$ cat src/rtl/mem_port_arbiter.sv
// Arbitrates the single cache-line memory port between I-cache reads and D-cache reads/writebacks.
// Optional perf counters are built only when ARB_PERF_CNT_EN is defined.
module mem_port_arbiter #(
    parameter int ADDR_WIDTH   = 20,
    parameter int LINE_BITS    = 128,
    parameter int STARVE_LIMIT = 4
) (
    input  logic                  clk_i,
    input  logic                  rst_i,
    input  logic                  ic_req_i,
    input  logic [ADDR_WIDTH-1:0] ic_addr_i,
    output logic                  ic_rvalid_o,
    output logic [LINE_BITS-1:0]  ic_rdata_o,
    input  logic                  dc_req_i,
    input  logic                  dc_we_i,
    input  logic [ADDR_WIDTH-1:0] dc_addr_i,
    input  logic [LINE_BITS-1:0]  dc_wdata_i,
    output logic                  dc_rvalid_o,
    output logic [LINE_BITS-1:0]  dc_rdata_o,
    output logic                  mem_req_o,
    output logic                  mem_we_o,
    output logic [ADDR_WIDTH-1:0] mem_addr_o,
    output logic [LINE_BITS-1:0]  mem_wdata_o,
    input  logic                  mem_gnt_i,
    input  logic                  mem_rvalid_i,
    input  logic [LINE_BITS-1:0]  mem_rdata_i,
    input  logic                  mem_wr_done_i,
    output logic                  busy_o,
    output logic                  owner_o,
    output logic [31:0]           ic_grants_o,
    output logic [31:0]           dc_grants_o,
    output logic [31:0]           starve_evts_o,
    output logic [1:0]            state_o
);
    localparam logic [1:0] IDLE  = 2'd0;
    localparam logic [1:0] ISSUE = 2'd1;
    localparam logic [1:0] WAIT  = 2'd2;
    localparam logic [1:0] RESP  = 2'd3;
    localparam int SW = $clog2(STARVE_LIMIT + 1);
    localparam logic [SW-1:0] STARVE_MAX = SW'(STARVE_LIMIT);

    logic [1:0]            state_q;
    logic                  owner_q;
    logic                  we_q;
    logic [ADDR_WIDTH-1:0] addr_q;
    logic [LINE_BITS-1:0]  wdata_q;
    logic [SW-1:0]         starve_q;
    logic [LINE_BITS-1:0]  ic_rdata_q;
    logic [LINE_BITS-1:0]  dc_rdata_q;

    logic forced_i;
    logic grant_d;
    logic grant_i;
    logic cmpl;
    logic capture;
    logic [LINE_BITS-1:0] cap_line;

    // Handshake: mem_req_o stays high through ISSUE until mem_gnt_i; the completion pulse of the
    // latched type is accepted in WAIT or together with the grant in ISSUE; requesters hold req
    // until their one-cycle rvalid pulse in RESP.
    assign forced_i = ic_req_i && dc_req_i && (starve_q == STARVE_MAX);
    assign grant_d  = (state_q == IDLE) && dc_req_i && !forced_i;
    assign grant_i  = (state_q == IDLE) && ic_req_i && !grant_d;
    assign cmpl     = we_q ? mem_wr_done_i : mem_rvalid_i;
    assign capture  = cmpl && (((state_q == ISSUE) && mem_gnt_i) || (state_q == WAIT));
    assign cap_line = we_q ? '0 : mem_rdata_i;

    always_ff @(posedge clk_i) begin
        if (rst_i) begin
            state_q    <= IDLE;
            owner_q    <= 1'b0;
            we_q       <= 1'b0;
            addr_q     <= '0;
            wdata_q    <= '0;
            starve_q   <= '0;
            ic_rdata_q <= '0;
            dc_rdata_q <= '0;
        end else begin
            case (state_q)
                IDLE: begin
                    if (grant_d) begin
                        owner_q <= 1'b1;
                        we_q    <= dc_we_i;
                        addr_q  <= dc_addr_i;
                        wdata_q <= dc_wdata_i;
                        state_q <= ISSUE;
                        if (ic_req_i && (starve_q < STARVE_MAX))
                            starve_q <= starve_q + 1'b1;
                    end else if (grant_i) begin
                        owner_q  <= 1'b0;
                        we_q     <= 1'b0;
                        addr_q   <= ic_addr_i;
                        wdata_q  <= '0;
                        starve_q <= '0;
                        state_q  <= ISSUE;
                    end
                end
                ISSUE: if (mem_gnt_i) state_q <= cmpl ? RESP : WAIT;
                WAIT:  if (cmpl) state_q <= RESP;
                RESP:  state_q <= IDLE;
                default: state_q <= IDLE;
            endcase
            if (capture) begin
                if (owner_q) dc_rdata_q <= cap_line;
                else         ic_rdata_q <= cap_line;
            end
        end
    end

    assign mem_req_o   = (state_q == ISSUE);
    assign mem_we_o    = we_q;
    assign mem_addr_o  = addr_q;
    assign mem_wdata_o = wdata_q;
    assign ic_rvalid_o = (state_q == RESP) && !owner_q;
    assign dc_rvalid_o = (state_q == RESP) && owner_q;
    assign ic_rdata_o  = ic_rdata_q;
    assign dc_rdata_o  = dc_rdata_q;
    assign busy_o      = (state_q != IDLE);
    assign owner_o     = owner_q;
    assign state_o     = state_q;

`ifdef ARB_PERF_CNT_EN
    logic [31:0] ic_cnt_q;
    logic [31:0] dc_cnt_q;
    logic [31:0] starve_evt_q;

    always_ff @(posedge clk_i) begin
        if (rst_i) begin
            ic_cnt_q     <= '0;
            dc_cnt_q     <= '0;
            starve_evt_q <= '0;
        end else begin
            if (grant_i) ic_cnt_q <= ic_cnt_q + 32'd1;
            if (grant_d) dc_cnt_q <= dc_cnt_q + 32'd1;
            if (grant_i && forced_i) starve_evt_q <= starve_evt_q + 32'd1;
        end
    end

    assign ic_grants_o   = ic_cnt_q;
    assign dc_grants_o   = dc_cnt_q;
    assign starve_evts_o = starve_evt_q;
`else
    assign ic_grants_o   = '0;
    assign dc_grants_o   = '0;
    assign starve_evts_o = '0;
`endif
endmodule
$ cat config.mk
export PLATFORM = sky130hd
export DESIGN_NAME = mem_port_arbiter
export DESIGN_NICKNAME = d
export VERILOG_FILES = /design/src/rtl/mem_port_arbiter.sv
export SDC_FILE = /design/constraint.sdc
export NUM_CORES = 1
export LEC_CHECK = 0
export CAP_MARGIN = 20
export CORE_AREA = 2 2 321 323
export CTS_CLUSTER_SIZE = 10
export DETAILED_ROUTE_END_ITERATION = 10
export DIE_AREA = 0 0 323 325
export DONT_BUFFER_PORTS = 1
export GPL_TIMING_DRIVEN = 0
export HOLD_SLACK_MARGIN = 0.06
export PLACE_DENSITY_LB_ADDON = 0.1
export SYNTH_ARGS = -nofsm -noshare
export SYNTH_HDL_FRONTEND = slang
export SYNTH_SLANG_ARGS = --single-unit
$ cat constraint.sdc
create_clock -name clk_i -period 1.6 [get_ports clk_i]
set_input_delay 0.48 -clock clk_i [delete_from_list [all_inputs] [get_ports clk_i]]
set_output_delay 0.48 -clock clk_i [all_outputs]
set_load 0.01 [all_outputs]
==> impl_metrics.csv, run 1 <==
group,metric,value,unit
cells_and_area,drive_gt1_share,31.00,%
critical_path,r2r-start,"state_o[0]$_SDFFE_PP0P_",
yosys,yosys_warnings,0,
place,hpwl,62.40,mm
global_routing,grt_usage,15.64,%
clock_network,ctsLongestPathBuffers,3,
status,violations,"setup timing",
min_path,worstHoldStart,"mem_rdata_i[4]",
cells_and_area,fill_cells,10810,
clock_network,cts_sinks,411,
yosys,synth_common_cells,"411 x dfxtp_1, 258 x mux2i_1, 258 x nand2b_1, 170 x nor2_1, 129 x a32oi_1",
power_and_ir_drop,peakVddDrop,0.0008332,V
detailed_routing,num_vias,14280,
critical_path,worst_setup_path_end_kind,"output port",
sta,rsz0062_at_grt,"true",
global_routing,grt_pass1_vias,14330,
floorplan,die_height,325,µm
sta,setup_viol,413,
flow_run,maxCapViolCount,0,
critical_path,worst_setup_path_start_kind,"flip-flop",
global_routing,grt_pass1_wl,117.4,mm
cells_and_area,nets,2381,
power_and_ir_drop,leakage,0.01123,µW
global_routing,grt_overflow,0,
sta,clock_skew,0.02424,ns
yosys,yosysTopAreaCell,"dfxtp_1",
yosys,yosysTopAreaCellShare,47.43,%
cells_and_area,fin_area,26100,µm²
sta,fmax,0.4937,GHz
yosys,async_flop_share,0,%
floorplan,rows,117,
detailed_routing,via_per_inst,4.089,
floorplan,ios,812,
sta,setup_ws,-0.4254,ns
detailed_routing,dr.pass1.iters,5,
sta,finalHoldViolCount,0,
yosys,synthDistinctLibCells,34,
detailed_routing,wire_per_inst,25.01,µm
critical_path,path_cells,"inv_4, ha_4, buf_12, clkinvlp_4",
yosys,synth_cells,1692,
critical_path,critPathLaunch,"state_o[0]$_SDFFE_PP0P_",
global_routing,antenna_found_initial,32,
detailed_routing,drt-initial-drc-count,544,
yosys,ys.flop_type,"dfxtp_1",
clock_network,tritoncts,"built",
floorplan,die_w,323,µm
critical_path,cp.arrival,1.55,ns
clock_network,htree_levels,2,
yosys,synth_area_per_cell,10.25,µm²
detailed_routing,drc,0,
critical_path,required,1.12,ns
clock_network,cts-buffers-inserted,55,
status,status,"complete, but fails checks",
yosys,synth_edf_count,0,
sta,min_period,2.025,ns
sta,tightest_slew,1.357,ns
yosys,synth_seq_area_share,47.43,%
global_routing,grt_max_degree,14,
floorplan,initial_core_util,17.12,%
sta,final.setup.tns,-126.81,ns
critical_path,critPathSlowestCell,"dfxtp_4",
sta,post-route-period-util,126.6,%
place,place_area,19660,µm²
floorplan,core-area,101300,µm²
detailed_routing,routed_wl,87.32,mm
critical_path,crit_fanout,6,
detailed_routing,antenna_left,0,
clock_network,cts_root_buf,"clkbuf_16",
clock_network,clk_latency,0.63,ns
sta,slew_violations,0,
cells_and_area,syn2layout_area_growth,50.43,%
clock_network,clk_pin_slew_worst_paths,0.07,ns
critical_path,max_stage_delay,0.43,ns
yosys,synth-seq-cells,411,
yosys,netlist_area,17350,µm²
yosys,ys_top_cells_by_area,"dfxtp_1 47%, mux2i_1 15%, nand2b_1 9.3%, a32oi_1 6.5%, or3b_2 6.5%",
power_and_ir_drop,powerDensity,1450,nW/µm²
floorplan,die_area,105000,µm²
sta,maxSlewHeadroom,9.557,%
yosys,synth.most_common_cell,"dfxtp_1",
min_path,hp-class,"input port to flip-flop",
place,io_buffers,0,
place,gp_congestion,0.8167,
critical_path,path_class,"flip-flop to output port",
## cells in the final DEF (no fill, tap or decap), types with 22 or more instances in the layout
master and n:
nor2_1 157, dfxtp_2 83, a32oi_1 107, dfxtp_1 322, or3b_2 128, nand2b_1 258
buf_16 27, buf_12 43, conb_1 96, buf_4 107, mux2i_1 257, clkbuf_16 84
dlygate4sd3_1 144, a32oi_2 22, clkbuf_1 82
## final cells by class
cell class	instances	area (µm²)	share of cell area (%)
clock buffers	86	1603	6.142
inverters	5	27.53	0.1055
well taps	1368	1712	6.559
flip-flops and latches	411	8354	32.01
repair buffers	233	3161	12.11
plain buffers	249	2356	9.029
clock inverters	13	153.9	0.5898
multi-input cells	1116	8701	33.34
diodes	11	27.53	0.1055
## report_power, final
part | leakage [µW] | switching (µW) | internal [µW] | total, µW
Sequential | 0.00338 | 2320 | 11800 | 14100
Clock | 0.000859 | 5040 | 7310 | 12300
Combinational | 0.00699 | 5260 | 6140 | 11400
Total | 0.0112 | 12600 | 25200 | 37800
## final timing paths
| path | cells past startpoint | slack, ns | end |
|---|---|---|---|
| worst max-delay path | 4 | -0.43 | busy_o |
| worst min-delay path | 2 | 0.12 | ic_rdata_o[4]$_SDFFE_PP0P_ |
| worst max register to register | 11 | -0.41 | mem_wdata_o[106]$_SDFFE_PP0P_ |
| worst min register to register | 2 | 0.49 | starve_q[1]$_SDFFE_PP0P_ |
## critical path: cells and delay by family, from the launching register on
family,cells,cell delay (ns)
flip-flops,1,0.43
buffers and inverters,3,0.31
adder cells (fa/ha/maj),1,0.16
## cell families after synthesis
| logic type | Yosys count | share of synthesized area [%] |
|---|---|---|
| other | 1 | 0.02162 |
| DFF | 411 | 47.43 |
| adders and majority gates | 6 | 0.4328 |
| muxes | 258 | 14.89 |
| buffers and inverters | 260 | 8.576 |
| AOI/OAI and AO/OA | 163 | 8.057 |
| and+or+nand+nor | 593 | 20.59 |
## registers in the layout, indices dropped and copies added (netlist names)
register and flops:
mem_wdata_o 128, ic_rdata_o 128, dc_rdata_o 128, mem_we_o 1
mem_addr_o 20, owner_o 1, starve_q 3, state_o 2
## per-layer routing
layer	share of wire, %	up-vias	track usage, %
met5	0.074	-	0
met4	2.6	10	4.226
met3	7.9	153	5.049
met2	51	571	27.90
met1	39	7002	17.72
li1	-	6542	-
## metrics by stage
stage	utilization (%)	worst slack, ns	power [µW]	instances	hold slack, ns
after global placement	19.37	-1.644	20290	3155	0.4822
after detailed placement	19.40	-1.665	20380	3157	0.4876
after global routing	25.75	-0.5029	39570	3487	0.08254
final	25.76	-0.4254	37840	3492	0.1246
after floorplan	-	-0.02719	17770	1787	0.4661
after CTS	24.80	-0.4922	36680	3455	0.06305
## what timing repair did
action	4_1_cts	5_1_grt
endpoints found under the hold margin	142	3
hold buffers	141	3
setup endpoints to repair	539	502
gates resized for setup	264	223
buffers inserted	23	21
cloned	38	13
pin swaps	32	35
Note: power is estimated with default switching activity, not from simulation.
==> run 2: changes to the inputs <==
--- a/config.mk
+++ b/config.mk
@@ -5,14 +5,14 @@
 export SDC_FILE = /design/constraint.sdc
 export NUM_CORES = 1
 export LEC_CHECK = 0
-export CAP_MARGIN = 20
+export CAP_MARGIN = 30
 export CORE_AREA = 2 2 321 323
 export CTS_CLUSTER_SIZE = 10
 export DETAILED_ROUTE_END_ITERATION = 10
 export DIE_AREA = 0 0 323 325
 export DONT_BUFFER_PORTS = 1
 export GPL_TIMING_DRIVEN = 0
-export HOLD_SLACK_MARGIN = 0.06
+export HOLD_SLACK_MARGIN = 0.08
 export PLACE_DENSITY_LB_ADDON = 0.1
 export SYNTH_ARGS = -nofsm -noshare
 export SYNTH_HDL_FRONTEND = slang
==> impl_metrics.csv, run 2 (synthesis results as in run 1) <==
group,metric,value,unit
global_routing,antenna_found_initial,20,
cells_and_area,regArea,8240,µm²
place,gp_congestion,0.8167,
sta,setup_viol,427,
cells_and_area,nets,2418,
floorplan,die_w,323,µm
floorplan,ios,812,
critical_path,worst_setup_path_end_kind,"output port",
sta,post-route-period-util,126.0,%
power_and_ir_drop,leakage,0.01117,µW
detailed_routing,routed_wl,84.63,mm
cells_and_area,drive_gt1_share,27.78,%
clock_network,cts-buffers-inserted,55,
power_and_ir_drop,peakVddDrop,0.0008859,V
clock_network,clk_pin_slew_worst_paths,0.06,ns
floorplan,rows,117,
floorplan,initial_core_util,17.12,%
flow_run,maxCapViolCount,0,
detailed_routing,drc,0,
sta,clock_skew,0.01741,ns
global_routing,grt_pass1_vias,14350,
power_and_ir_drop,powerDensity,1412,nW/µm²
critical_path,crit_fanout,5,
cells_and_area,utilization,25.76,%
global_routing,grt_max_degree,15,
sta,min_period,2.016,ns
floorplan,core-area,101300,µm²
clock_network,htree_levels,2,
sta,tightest_slew,0.6432,ns
critical_path,required,1.12,ns
power_and_ir_drop,design_power_total,36870,µW
critical_path,worst_setup_path_start_kind,"flip-flop",
cells_and_area,syn2layout_area_growth,50.46,%
clock_network,clk_latency,0.63,ns
floorplan,die_area,105000,µm²
critical_path,path_class,"flip-flop to output port",
floorplan,die_height,325,µm
cells_and_area,final_common_cell,"dfxtp_1",
sta,fmax,0.4961,GHz
detailed_routing,num_vias,14250,
clock_network,tritoncts,"built",
detailed_routing,drt-initial-drc-count,582,
clock_network,cts_sinks,411,
global_routing,grt_pass1_wl,113.6,mm
sta,maxSlewHeadroom,57.12,%
sta,rsz0062_at_grt,"true",
place,io_buffers,0,
cells_and_area,final_cell_mix,"407 x dfxtp_1, 258 x nand2b_1, 257 x mux2i_1",
global_routing,grt_usage,15.05,%
sta,finalHoldViolCount,0,
detailed_routing,antenna_left,0,
sta,slew_violations,0,
detailed_routing,wire_per_inst,23.99,µm
detailed_routing,via_per_inst,4.039,
global_routing,grt_overflow,0,
sta,setup_ws,-0.4155,ns
cells_and_area,multi_input_area,8937,µm²
clock_network,ctsLongestPathBuffers,3,
status,violations,"setup timing",
critical_path,cp.arrival,1.54,ns
min_path,hp-class,"input port to flip-flop",
clock_network,cts_root_buf,"clkbuf_16",
place,hpwl,62.41,mm
detailed_routing,dr.pass1.iters,5,
cells_and_area,fill_cells,10860,
status,status,"complete, but fails checks",
==> run 2: per-stage QoR <==
step / area, µm² / worst slack [ns] / TNS, ns / hold slack (ns) / std cells
after floorplan: 17910 / -0.02719 / -6.302 / 0.4661 / 1787
after global placement: 19630 / -1.644 / -490.65 / 0.4822 / 3155
after detailed placement: 19670 / -1.666 / -442.22 / 0.4876 / 3158
after CTS: 24680 / -0.4871 / -138.78 / 0.08004 / 3485
after global routing: 26100 / -0.5138 / -139.49 / 0.09623 / 3526
final: 26100 / -0.4155 / -112.50 / 0.1380 / 3528
==> run 2: routing by layer <==
layer	part of all wire [%]	track usage, %	vias up
met5	0.052	0	-
met4	3.2	5.015	6
met3	8.3	5.348	145
met2	50	26.61	537
met1	38	16.58	6949
li1	-	-	6612
==> run 2: critical path, stage by stage (launching register included) <==
cell and delay [ns]:
dfxtp_4 0.43, inv_4 0.06, ha_4 0.16, buf_8 0.13
clkinvlp_4 0.13
==> run 2: power by group <==
| part | internal [µW] | switching [µW] |
|---|---|---|
| clock network | 7250 | 5050 |
| registers | 11700 | 2350 |
| logic | 5460 | 5070 |
| total | 24400 | 12500 |
==> run 2: cell type report <==
cell class	instances	share of cell area, %
antenna	11	0.1055
buffer	251	8.706
clock buffer	88	6.524
clock inverter	10	0.3116
inverter	5	0.1055
multi-input combinational	1116	34.24
sequential	411	31.57
tap	1368	6.558
timing repair buffer	268	11.87
==> run 2: path summary, 6_finish.rpt <==
kind                                 start                            to  slack [ns]  cells past startpoint
setup / recovery   state_o[1]$_SDFFE_PP0P_                        busy_o       -0.42                      4
hold / removal             mem_rdata_i[25]   ic_rdata_o[25]$_SDFFE_PP0P_        0.14                      2
setup reg to reg   state_o[1]$_SDFFE_PP0P_  mem_wdata_o[60]$_SDFFE_PP0P_       -0.41                     11
hold reg to reg   starve_q[1]$_SDFFE_PP0P_      starve_q[1]$_SDFFE_PP0P_        0.50                      2
==> run 2: what timing repair did <==
action / in CTS / in global routing
endpoints found under the hold margin: 216 / 0
setup buffers: 19 / 18
hold buffers: 193 / 0
gates cloned: 19 / 18
gates resized for setup: 163 / 214
endpoints found under the setup margin: 566 / 531
pin swaps: 30 / 36
